<file path="src/rtl/gpio_pkg.sv">
// rtl/gpio_pkg.sv - register offsets and address type shared by the GPIO controller
package gpio_pkg;

    localparam int GPIO_ADDR_W = 3;

    typedef logic [GPIO_ADDR_W-1:0] gpio_addr_t;

    localparam gpio_addr_t GPIO_OUT    = 3'd0;
    localparam gpio_addr_t GPIO_DIR    = 3'd1;
    localparam gpio_addr_t GPIO_IN     = 3'd2;
    localparam gpio_addr_t GPIO_IRQ_EN = 3'd3;
    localparam gpio_addr_t GPIO_RISE   = 3'd4;
    localparam gpio_addr_t GPIO_FALL   = 3'd5;
    localparam gpio_addr_t GPIO_STAT   = 3'd6;

endpackage

</file>
<file path="src/rtl/gpio_in_cond.sv">
// rtl/gpio_in_cond.sv - pin synchroniser, optional debouncer (GPIO_DEBOUNCE_EN) and raw edge detector
module gpio_in_cond #(
    parameter int WIDTH = 8
`ifdef GPIO_DEBOUNCE_EN
    ,
    parameter int DEB_CYCLES = 4
`endif
) (
    input  logic             clk,
    input  logic             rst,
    input  logic [WIDTH-1:0] pin_in,
    output logic [WIDTH-1:0] in_val,
    output logic [WIDTH-1:0] rise_raw,
    output logic [WIDTH-1:0] fall_raw
);

    logic [WIDTH-1:0] sync1;
    logic [WIDTH-1:0] sync2;
    logic [WIDTH-1:0] prev;

    // two-flop synchroniser for the asynchronous pins
    always_ff @(posedge clk or negedge rst) begin
        if (!rst) begin
            sync1 <= '0;
            sync2 <= '0;
        end else begin
            sync1 <= pin_in;
            sync2 <= sync1;
        end
    end

`ifdef GPIO_DEBOUNCE_EN
    localparam int CNT_W = $clog2(DEB_CYCLES + 1);

    logic [CNT_W-1:0] cnt [WIDTH];
    logic [WIDTH-1:0] deb;

    // per pin: accept a new level only after it has been stable for DEB_CYCLES clocks
    always_ff @(posedge clk or negedge rst) begin
        if (!rst) begin
            deb <= '0;
            for (int i = 0; i < WIDTH; i++) begin
                cnt[i] <= '0;
            end
        end else begin
            for (int i = 0; i < WIDTH; i++) begin
                if (sync2[i] != deb[i]) begin
                    if (cnt[i] == CNT_W'(DEB_CYCLES - 1)) begin
                        deb[i] <= sync2[i];
                        cnt[i] <= '0;
                    end else begin
                        cnt[i] <= cnt[i] + 1'b1;
                    end
                end else begin
                    cnt[i] <= '0;
                end
            end
        end
    end

    assign in_val = deb;
`else
    assign in_val = sync2;
`endif

    // previous sample of the conditioned input, used for edge detection
    always_ff @(posedge clk or negedge rst) begin
        if (!rst) begin
            prev <= '0;
        end else begin
            prev <= in_val;
        end
    end

    assign rise_raw = in_val & ~prev;
    assign fall_raw = ~in_val & prev;

endmodule

</file>
<file path="src/rtl/gpio_ctrl.sv">
// rtl/gpio_ctrl.sv - memory-mapped GPIO controller top; optional input debounce via GPIO_DEBOUNCE_EN
module gpio_ctrl
    import gpio_pkg::*;
#(
    parameter int DATA_WIDTH = 8,
    parameter int BUS_WIDTH  = 32,
    parameter int ADDR_WIDTH = 3
`ifdef GPIO_DEBOUNCE_EN
    ,
    parameter int DEB_CYCLES = 4
`endif
) (
    input  logic                  clk,
    input  logic                  rst,
    input  logic                  we,
    input  logic                  re,
    input  logic [ADDR_WIDTH-1:0] addr,
    input  logic [BUS_WIDTH-1:0]  wdata,
    output logic [BUS_WIDTH-1:0]  rdata,
    output logic                  rvalid,
    input  logic [DATA_WIDTH-1:0] pin_in,
    output logic [DATA_WIDTH-1:0] pin_out,
    output logic [DATA_WIDTH-1:0] pin_oe,
    output logic                  irq
);

    logic [DATA_WIDTH-1:0] out_q;
    logic [DATA_WIDTH-1:0] dir_q;
    logic [DATA_WIDTH-1:0] ien_q;
    logic [DATA_WIDTH-1:0] rise_q;
    logic [DATA_WIDTH-1:0] fall_q;
    logic [DATA_WIDTH-1:0] stat_q;

    logic [DATA_WIDTH-1:0] in_val;
    logic [DATA_WIDTH-1:0] rise_raw;
    logic [DATA_WIDTH-1:0] fall_raw;
    logic [DATA_WIDTH-1:0] evt;
    logic [DATA_WIDTH-1:0] wd;
    logic [DATA_WIDTH-1:0] stat_clr;
    logic [DATA_WIDTH-1:0] rd_val;
    logic                  unused_wdata;

    gpio_in_cond #(
        .WIDTH      (DATA_WIDTH)
`ifdef GPIO_DEBOUNCE_EN
        ,
        .DEB_CYCLES (DEB_CYCLES)
`endif
    ) u_in_cond (
        .clk      (clk),
        .rst      (rst),
        .pin_in   (pin_in),
        .in_val   (in_val),
        .rise_raw (rise_raw),
        .fall_raw (fall_raw)
    );

    // only the low DATA_WIDTH bits of a write carry pin state
    assign wd           = wdata[DATA_WIDTH-1:0];
    assign unused_wdata = ^wdata;

    assign evt      = (rise_raw & rise_q) | (fall_raw & fall_q);
    assign stat_clr = (we && (addr == ADDR_WIDTH'(GPIO_STAT))) ? wd : '0;

    // register writes; STAT is write-1-to-clear but a fresh event always wins
    always_ff @(posedge clk or negedge rst) begin
        if (!rst) begin
            out_q  <= '0;
            dir_q  <= '0;
            ien_q  <= '0;
            rise_q <= '0;
            fall_q <= '0;
            stat_q <= '0;
        end else begin
            stat_q <= (stat_q & ~stat_clr) | evt;
            if (we) begin
                case (addr)
                    ADDR_WIDTH'(GPIO_OUT):    out_q  <= wd;
                    ADDR_WIDTH'(GPIO_DIR):    dir_q  <= wd;
                    ADDR_WIDTH'(GPIO_IRQ_EN): ien_q  <= wd;
                    ADDR_WIDTH'(GPIO_RISE):   rise_q <= wd;
                    ADDR_WIDTH'(GPIO_FALL):   fall_q <= wd;
                    default:                  ;
                endcase
            end
        end
    end

    // read mux over the pre-write register values
    always_comb begin
        rd_val = '0;
        case (addr)
            ADDR_WIDTH'(GPIO_OUT):    rd_val = out_q;
            ADDR_WIDTH'(GPIO_DIR):    rd_val = dir_q;
            ADDR_WIDTH'(GPIO_IN):     rd_val = in_val;
            ADDR_WIDTH'(GPIO_IRQ_EN): rd_val = ien_q;
            ADDR_WIDTH'(GPIO_RISE):   rd_val = rise_q;
            ADDR_WIDTH'(GPIO_FALL):   rd_val = fall_q;
            ADDR_WIDTH'(GPIO_STAT):   rd_val = stat_q;
            default:                  rd_val = '0;
        endcase
    end

    // one-cycle read response; rdata holds until the next read
    always_ff @(posedge clk or negedge rst) begin
        if (!rst) begin
            rdata  <= '0;
            rvalid <= 1'b0;
        end else begin
            rvalid <= re;
            if (re) begin
                rdata <= BUS_WIDTH'(rd_val);
            end
        end
    end

    // registered level interrupt from masked status
    always_ff @(posedge clk or negedge rst) begin
        if (!rst) begin
            irq <= 1'b0;
        end else begin
            irq <= |(stat_q & ien_q);
        end
    end

    assign pin_out = out_q;
    assign pin_oe  = dir_q;

endmodule

</file>
<file path="config.mk">
export PLATFORM = sky130hd
export DESIGN_NAME = gpio_ctrl
export DESIGN_NICKNAME = d
export VERILOG_FILES = /design/src/rtl/gpio_pkg.sv /design/src/rtl/gpio_in_cond.sv /design/src/rtl/gpio_ctrl.sv
export SDC_FILE = /design/constraint.sdc
export NUM_CORES = 1
export LEC_CHECK = 0
export CORE_ASPECT_RATIO = 1.25
export CORE_UTILIZATION = 44
export DETAILED_ROUTE_END_ITERATION = 8
export PLACE_DENSITY = 0.74
export SETUP_SLACK_MARGIN = 0.15
export SLEW_MARGIN = 20
export SYNTH_ARGS = -nofsm -noshare
export SYNTH_HDL_FRONTEND = slang
export SYNTH_HIERARCHICAL = 1
export SYNTH_SLANG_ARGS = --single-unit
</file>
<file path="constraint.sdc">
create_clock -name clk -period 1.14 [get_ports clk]
set_input_delay 0.228 -clock clk [delete_from_list [all_inputs] [get_ports clk]]
set_output_delay 0.228 -clock clk [all_outputs]
set_load 0.005 [all_outputs]
</file>
==> metrics.txt, run 1 <==
status=complete, but fails checks; failing checks=design-rule violations, negative setup slack; met2 usage=35.8%; CTS tree=yes; type of the tightest min-delay check=in -> reg; gr busiest metal=met2; post-route clock period utilization=117%; port buffer count=48; final hold vios=0; die area=8960 um^2; Vias/cell=5.32; Yosys top cell by area=dfrtp_1; top cell types by occurrence after synthesis=82 x dfrtp_1, 32 x mux2_2, 27 x buf_4, 16 x and2b_2, 16 x mux2i_1; clock share of power=27.3%; number of H-tree levels=3; Final min period=1.33 ns; antenna violations before repair=0; Comb pwr share=26.9%; CP endpoint kind=flip-flop; Seq/Total Area, Yosys=54.4%; most used flip-flop cell after synthesis=dfrtp_1; cell area after layout=5370 um^2; Inserted Diodes=0; Worst-Skew Late Latency=0.35 ns; synth top area cells=dfrtp_1 54%, mux2_2 9.5%, buf_4 5.4%; library cells used by synthesis=36; I/O pins=97; top cell type's share of synthesized area=54.4%; total global routing overflow=0; vias in the first global route=2831; net switching power=0.00223 W; DR DRC count=9; die width=84.8 um; CTS sink count=82; unrepaired setup endpoints after global routing=yes; Worst setup SP type=flip-flop; area grow syn2layout=42.1%; pin count of the biggest net entering global routing=83; fraction of layout cells with a size suffix above 1=50.1%; max frequency=752 MHz; Ys Warns=6; post-DR wirelength/cell=18.1 um; Avg Cell Area, Syn=13.2 um^2; Initial Utilization=45.6%; Final Slew Violations=0; GRT Overall Usage=22.1%; Global Route met1 Usage=29.8%; worst-path fanout max=2; GPL Wtd Cong=0.900; async set-reset flop share out of synthesis=100%; switch share=27.5%; Reg power frac=45.8%; skew final=0.0186 ns; Layout Nets=469; met3 usage=3.84%; Post-DP Area=4720 um^2; worst path arrival time=1.56 ns; Cell Pwr Density=1510 nW/um^2; DP HPWL=5.86 mm; vias=2789; Die Y=106 um; maximum clock insertion buffer count=2; DR iter-0 viols=253; Post-synth EDFFs=0; most numerous cell in the Yosys netlist=dfrtp_1; Cell Area, Synth=3770 um^2; cell-internal power=0.00588 W; Worst VDD drop=0.648 mV; global-route wire length before repair=15.0 mm; Max-cap violations=0; CP required=1.37 ns; Core Footprint=8290 um^2; Post-DRT Antenna Nets=0; Slew headroom=65.5%; Rows=37; FF+latch count, synth=82; final setup violating endpoints=6; WS Path Type=reg -> reg; Cells after Synth=287; WHS=0.310 ns; LEAKAGE=2.57 nW; Pre-antenna DRT Iters=6; setup TNS=-0.485 ns; Worst Setup Slack, final=-0.191 ns; Clock Pin Slew Worst Setup and Hold Paths=0.09 ns; DRT Wirelength=9.47 mm; clock root buffer=clkbuf_8; # fillers=571; CTS buffer count=9; Slew @ Worst Pin=0.517 ns
## power groups by stage
stage / clock [W] / sequential (W) / combinational [W]
after floorplan: 0 / 0.00368 / 0.000933
after global placement: 0 / 0.00375 / 0.00167
after detailed placement: 0 / 0.00377 / 0.00171
after CTS: 0.00226 / 0.00369 / 0.00202
after global routing: 0.00239 / 0.00376 / 0.00234
final: 0.00221 / 0.00372 / 0.00218
## placed cells by master, fill, tap and decap left out, drive strengths merged, types with 4 or more instances in the layout
cell / count
o21ai: 5
buf: 119
clkdlybuf4s50: 17
conb: 24
a21oi: 7
o22ai: 8
o211ai: 4
dfrtp: 82
nand3b: 5
and2b: 16
mux2i: 16
nor3b: 4
a22oi: 4
mux2: 40
nand4b: 8
inv: 10
nor2: 4
clkbuf: 11
a221o: 8
a21boi: 8
## kinds of logic (layout without fill, tap and decap cells)
group | count (synthesis) | count (layout) | share of synthesized area, %
AOI/OAI and AO/OA | 47 | 47 | 8.82
muxes | 57 | 57 | 17.6
other | 1 | 24 | 0.0993
DFF | 82 | 82 | 54.4
buffers and inverters | 45 | 162 | 7.69
and+or+nand+nor | 55 | 55 | 11.5
## metrics by stage
stage	instances	setup slack, ns	utilization, %	total power [W]
2_1_floorplan	310	-0.105	-	0.00461
3_3_place_gp	469	-0.709	56.9	0.00542
3_5_place_dp	469	-0.739	56.9	0.00548
4_1_cts	519	-0.158	63.2	0.00797
5_1_grt	524	-0.225	64.7	0.00849
6_report	524	-0.191	64.7	0.00811
## path summary, 6_finish.rpt
path | startpoint | endpoint | slack, ns | cells past startpoint
min in group asynchronous | rst | pin_out[6]$_DFFE_PN0P_ | 0.44 | 3
hold reg to reg | u_in_cond/sync1[6]$_DFF_PN0_ | u_in_cond/in_val[6]$_DFF_PN0_ | 0.34 | 0
max in group asynchronous | rst | irq$_DFF_PN0_ | 0.34 | 3
setup reg to reg | pin_out[2]$_DFFE_PN0P_ | rdata[2]$_DFFE_PN0P_ | -0.19 | 4
hold / removal | pin_in[3] | u_in_cond/sync1[3]$_DFF_PN0_ | 0.31 | 1
setup / recovery | pin_out[2]$_DFFE_PN0P_ | rdata[2]$_DFFE_PN0P_ | -0.19 | 4
## worst max-delay path, cell delays in order, from the launching register on
cell,delay [ns]
dfrtp_1,0.41
buf_6,0.13
mux4_2,0.44
mux2i_1,0.15
o22ai_1,0.09
## repair_timing
item | 4_1_cts | 5_1_grt
cloned | 0 | 0
setup endpoints to repair | 83 | 80
pin swaps | 17 | 6
hold buffers | 1 | 0
buffers inserted | 33 | 5
gates resized for setup | 177 | 22
hold endpoints to repair | 82 | 0
## metal layers
metal / part of all wire, % / vias up
li1: - / 1260
met5: 0 / -
met3: 3.8 / 13
met4: 1.6 / 0
met1: 44 / 1417
met2: 51 / 99
## cell type report
class | count | area, um^2 | area share (%)
Clock buffer | 11 | 151 | 2.82
Sequential cell | 82 | 2050 | 38.2
Multi-Input combinational cell | 183 | 1750 | 32.5
Inverter | 9 | 38.8 | 0.723
Tap cell | 97 | 121 | 2.26
Clock inverter | 5 | 61.3 | 1.14
Timing Repair Buffer | 137 | 1190 | 22.3
## state kept, by name, indices dropped and copies added, names as in the netlist
name              flops
rdata                 8
u_in_cond/prev        8
rise_q                8
pin_out               8
ien_q                 8
u_in_cond/sync1       8
stat_q                8
pin_oe                8
fall_q                8
irq                   1
u_in_cond/in_val      8
rvalid                1
Power figures use the tool's default switching activity.
==> run 2, diff against run 1 <==
--- a/config.mk
+++ b/config.mk
@@ -6,12 +6,13 @@
 export NUM_CORES = 1
 export LEC_CHECK = 0
 export CORE_ASPECT_RATIO = 1.25
-export CORE_UTILIZATION = 44
+export CORE_UTILIZATION = 40
 export DETAILED_ROUTE_END_ITERATION = 8
-export PLACE_DENSITY = 0.74
+export PLACE_DENSITY = 0.68
 export SETUP_SLACK_MARGIN = 0.15
 export SLEW_MARGIN = 20
 export SYNTH_ARGS = -nofsm -noshare
 export SYNTH_HDL_FRONTEND = slang
 export SYNTH_HIERARCHICAL = 1
 export SYNTH_SLANG_ARGS = --single-unit
+export TNS_END_PERCENT = 5
==> run 2 against run 1 <==
  * Register-to-register slack improved by 0.03 ns
  * Clock power increased by 40%
  * Highest routed layer unchanged
  * Fmax increased by 2.5%
  * The run ends with negative setup slack left
  * Global-route usage decreased by 3.2 points
  * Setup slack improved by 0.032 ns
  * Sequential power about the same
  * Via count decreased by 5.3%
  * Largest cell class unchanged
  * Largest power group unchanged
  * Die area increased by 9.8%
  * Combinational power decreased by 18%
  * Non-clock buffer count decreased by 14
==> metrics.txt, run 2 (synthesized netlist as in run 1, its figures left out) <==
status=complete, but fails checks; failing checks=negative setup slack; CP Cell Sequence=buf_4, mux4_2, mux2i_1, o22ai_1; Worst Setup Slack, final=-0.159 ns (+0.0319 ns); placed instance count=501 (+6.8%); Layout Nets=455 (-3.0%); hold path depth=1 (unchanged); Die Y=111 um (+4.8%); DR iter-0 viols=106 (-58%); type of the tightest min-delay check=in -> reg; I/O pins=97 (unchanged); DP HPWL=5.94 mm (+1.4%); pin count of the biggest net entering global routing=83 (unchanged); Pre-antenna DRT Iters=4 (-2); DRT Wirelength=8.54 mm (-9.9%); area grow syn2layout=37.7%; Max-cap violations=0 (unchanged); post-DR wirelength/cell=15.9 um (-12%); Inserted Diodes=0 (unchanged); fin cells=536 (+2.3%); fin util=56.7% (-8.1 points); CTS tree=yes; WS Path Type=reg -> reg; Final Slew Violations=0 (unchanged); clock root buffer=clkbuf_16; CTS sink count=82 (unchanged); unrepaired setup endpoints after global routing=yes; cell area after layout=5200 um^2 (-3.1%); max frequency=770 MHz (+2.5%); depth of the most critical reg-to-reg path=4 (unchanged); commonest non-fill, non-tap cells in the layout=82 x dfrtp_1, 53 x buf_4, 31 x mux2_2; switch share=25.7% (-1.8 points); DR DRC count=0 (-9); global-route wire length before repair=13.7 mm (-8.9%); fraction of layout cells with a size suffix above 1=47.2% (-2.9 points); net switching power=0.00221 W (-1.1%); slowest cell delay on critical path=0.43 ns (about the same); CP required=1.36 ns (about the same); maximum clock insertion buffer count=2 (unchanged); CP endpoint kind=flip-flop; Final min period=1.30 ns (-0.0319 ns); total global routing overflow=0 (unchanged); worst-path fanout max=2 (unchanged); # fillers=783 (+37%); Cell Pwr Density=1650 nW/um^2 (+9.1%); most common cell after layout, fill and taps aside=dfrtp_1; Post-DP Area=4720 um^2 (about the same); Core Footprint=9170 um^2 (+11%); clock share of power=36.1% (+8.8 points); port buffer count=48 (unchanged); antenna violations before repair=0 (unchanged); vias=2640 (-5.3%); number of H-tree levels=3 (unchanged); Vias/cell=4.93 (-7.5%); setup TNS=-0.397 ns (+0.0876 ns); Post-DRT Antenna Nets=0 (unchanged); Slowest-stage cell, CP=mux4_2; post-route clock period utilization=114% (-2.8 points); Worst VDD drop=1.08 mV (+67%); skew final=0.00776 ns (-0.0109 ns); vias in the first global route=2671 (-5.7%); GRT Overall Usage=18.9% (-3.2 points); Initial Utilization=41.1% (-4.4 points); Comb pwr share=20.7% (-6.2 points); Rows=39 (+5.4%); CTS buffer count=9 (unchanged); cell-internal power=0.00637 W (+8.3%); die area=9830 um^2 (+9.8%); Worst-Skew Late Latency=0.34 ns (about the same); Clock Pin Slew Worst Setup and Hold Paths=0.06 ns (-0.03 ns); Reg power frac=43.2% (-2.6 points); WHS=0.327 ns (+0.0173 ns); Worst setup SP type=flip-flop; GPL Wtd Cong=0.855 (-5.0%); final hold vios=0 (unchanged); LEAKAGE=2.40 nW (-6.4%); final setup violating endpoints=5 (-1); worst path arrival time=1.51 ns (-0.05 ns); die width=88.9 um (+4.8%)
[run 2: changes by cell type in the layout (fill, tap and decap cells not counted), sizes merged]
| cell | delta |
|---|---|
| buf | -31 |
| clkbuf | +16 |
| bufinv | +1 |
| clkinv | -1 |
| clkinvlp | +1 |
[run 2: final cells by class]
cell class / instances / area [um^2] / area share [%]
flip-flops and latches: 82 / 2050 / 39.5
multi-input cells: 183 / 1610 / 30.9
repair buffers: 123 / 1030 / 19.9
clock buffers: 10 / 229 / 4.40
well taps: 123 / 154 / 2.96
clock inverters: 6 / 90.1 / 1.73
inverters: 9 / 33.8 / 0.650
[run 2: worst paths after layout]
path	to	slack, ns	startpoint
max	rdata[2]$_DFFE_PN0P_	-0.16	pin_out[2]$_DFFE_PN0P_
min	u_in_cond/sync1[6]$_DFF_PN0_	0.33	pin_in[6]
max reg2reg	rdata[2]$_DFFE_PN0P_	-0.16	pin_out[2]$_DFFE_PN0P_
min reg2reg	u_in_cond/in_val[1]$_DFF_PN0_	0.34	u_in_cond/sync1[1]$_DFF_PN0_
max in group asynchronous	pin_oe[2]$_DFFE_PN0P_	0.35	rst
min in group asynchronous	u_in_cond/sync1[0]$_DFF_PN0_	0.46	rst
[run 2: power groups by stage]
stage          Combinational (W)  Sequential (W)  Clock (W)
3_3_place_gp             0.00161         0.00379          0
5_1_grt                  0.00194         0.00376    0.00328
2_1_floorplan           0.000841         0.00367          0
6_report                 0.00178         0.00370    0.00310
3_5_place_dp             0.00164         0.00378          0
4_1_cts                  0.00182         0.00370    0.00316
[run 2: critical path, delay by kind of cell (launching register included)]
family / cells / cell delay (ns)
compound gates: 1 / 0.08
buf+inv: 1 / 0.14
flops: 1 / 0.37
mux: 2 / 0.58
[run 2: metal layers]
layer	wire, um	track usage, %	part of all wire [%]	vias up
li1	-	-	-	1239
met1	3840	25.1	45	1313
met2	4220	29.7	49	70
met3	249	3.59	2.9	18
met4	226	8.28	2.6	0
met5	0	0	0	-
[run 2: through the flow]
stage,total power (W),setup WS [ns]
floorplan,0.00452,-0.141
global placement,0.00540,-0.753
detailed placement,0.00542,-0.808
CTS,0.00868,-0.167
global route,0.00897,-0.239
finish,0.00857,-0.159
[run 2: repair_timing]
item	in CTS	in global routing
hold buffers	1	0
hold endpoints to repair	82	0
setup buffers	17	1
gates resized for setup	106	39
endpoints found under the setup margin	83	78
pin swaps	20	14
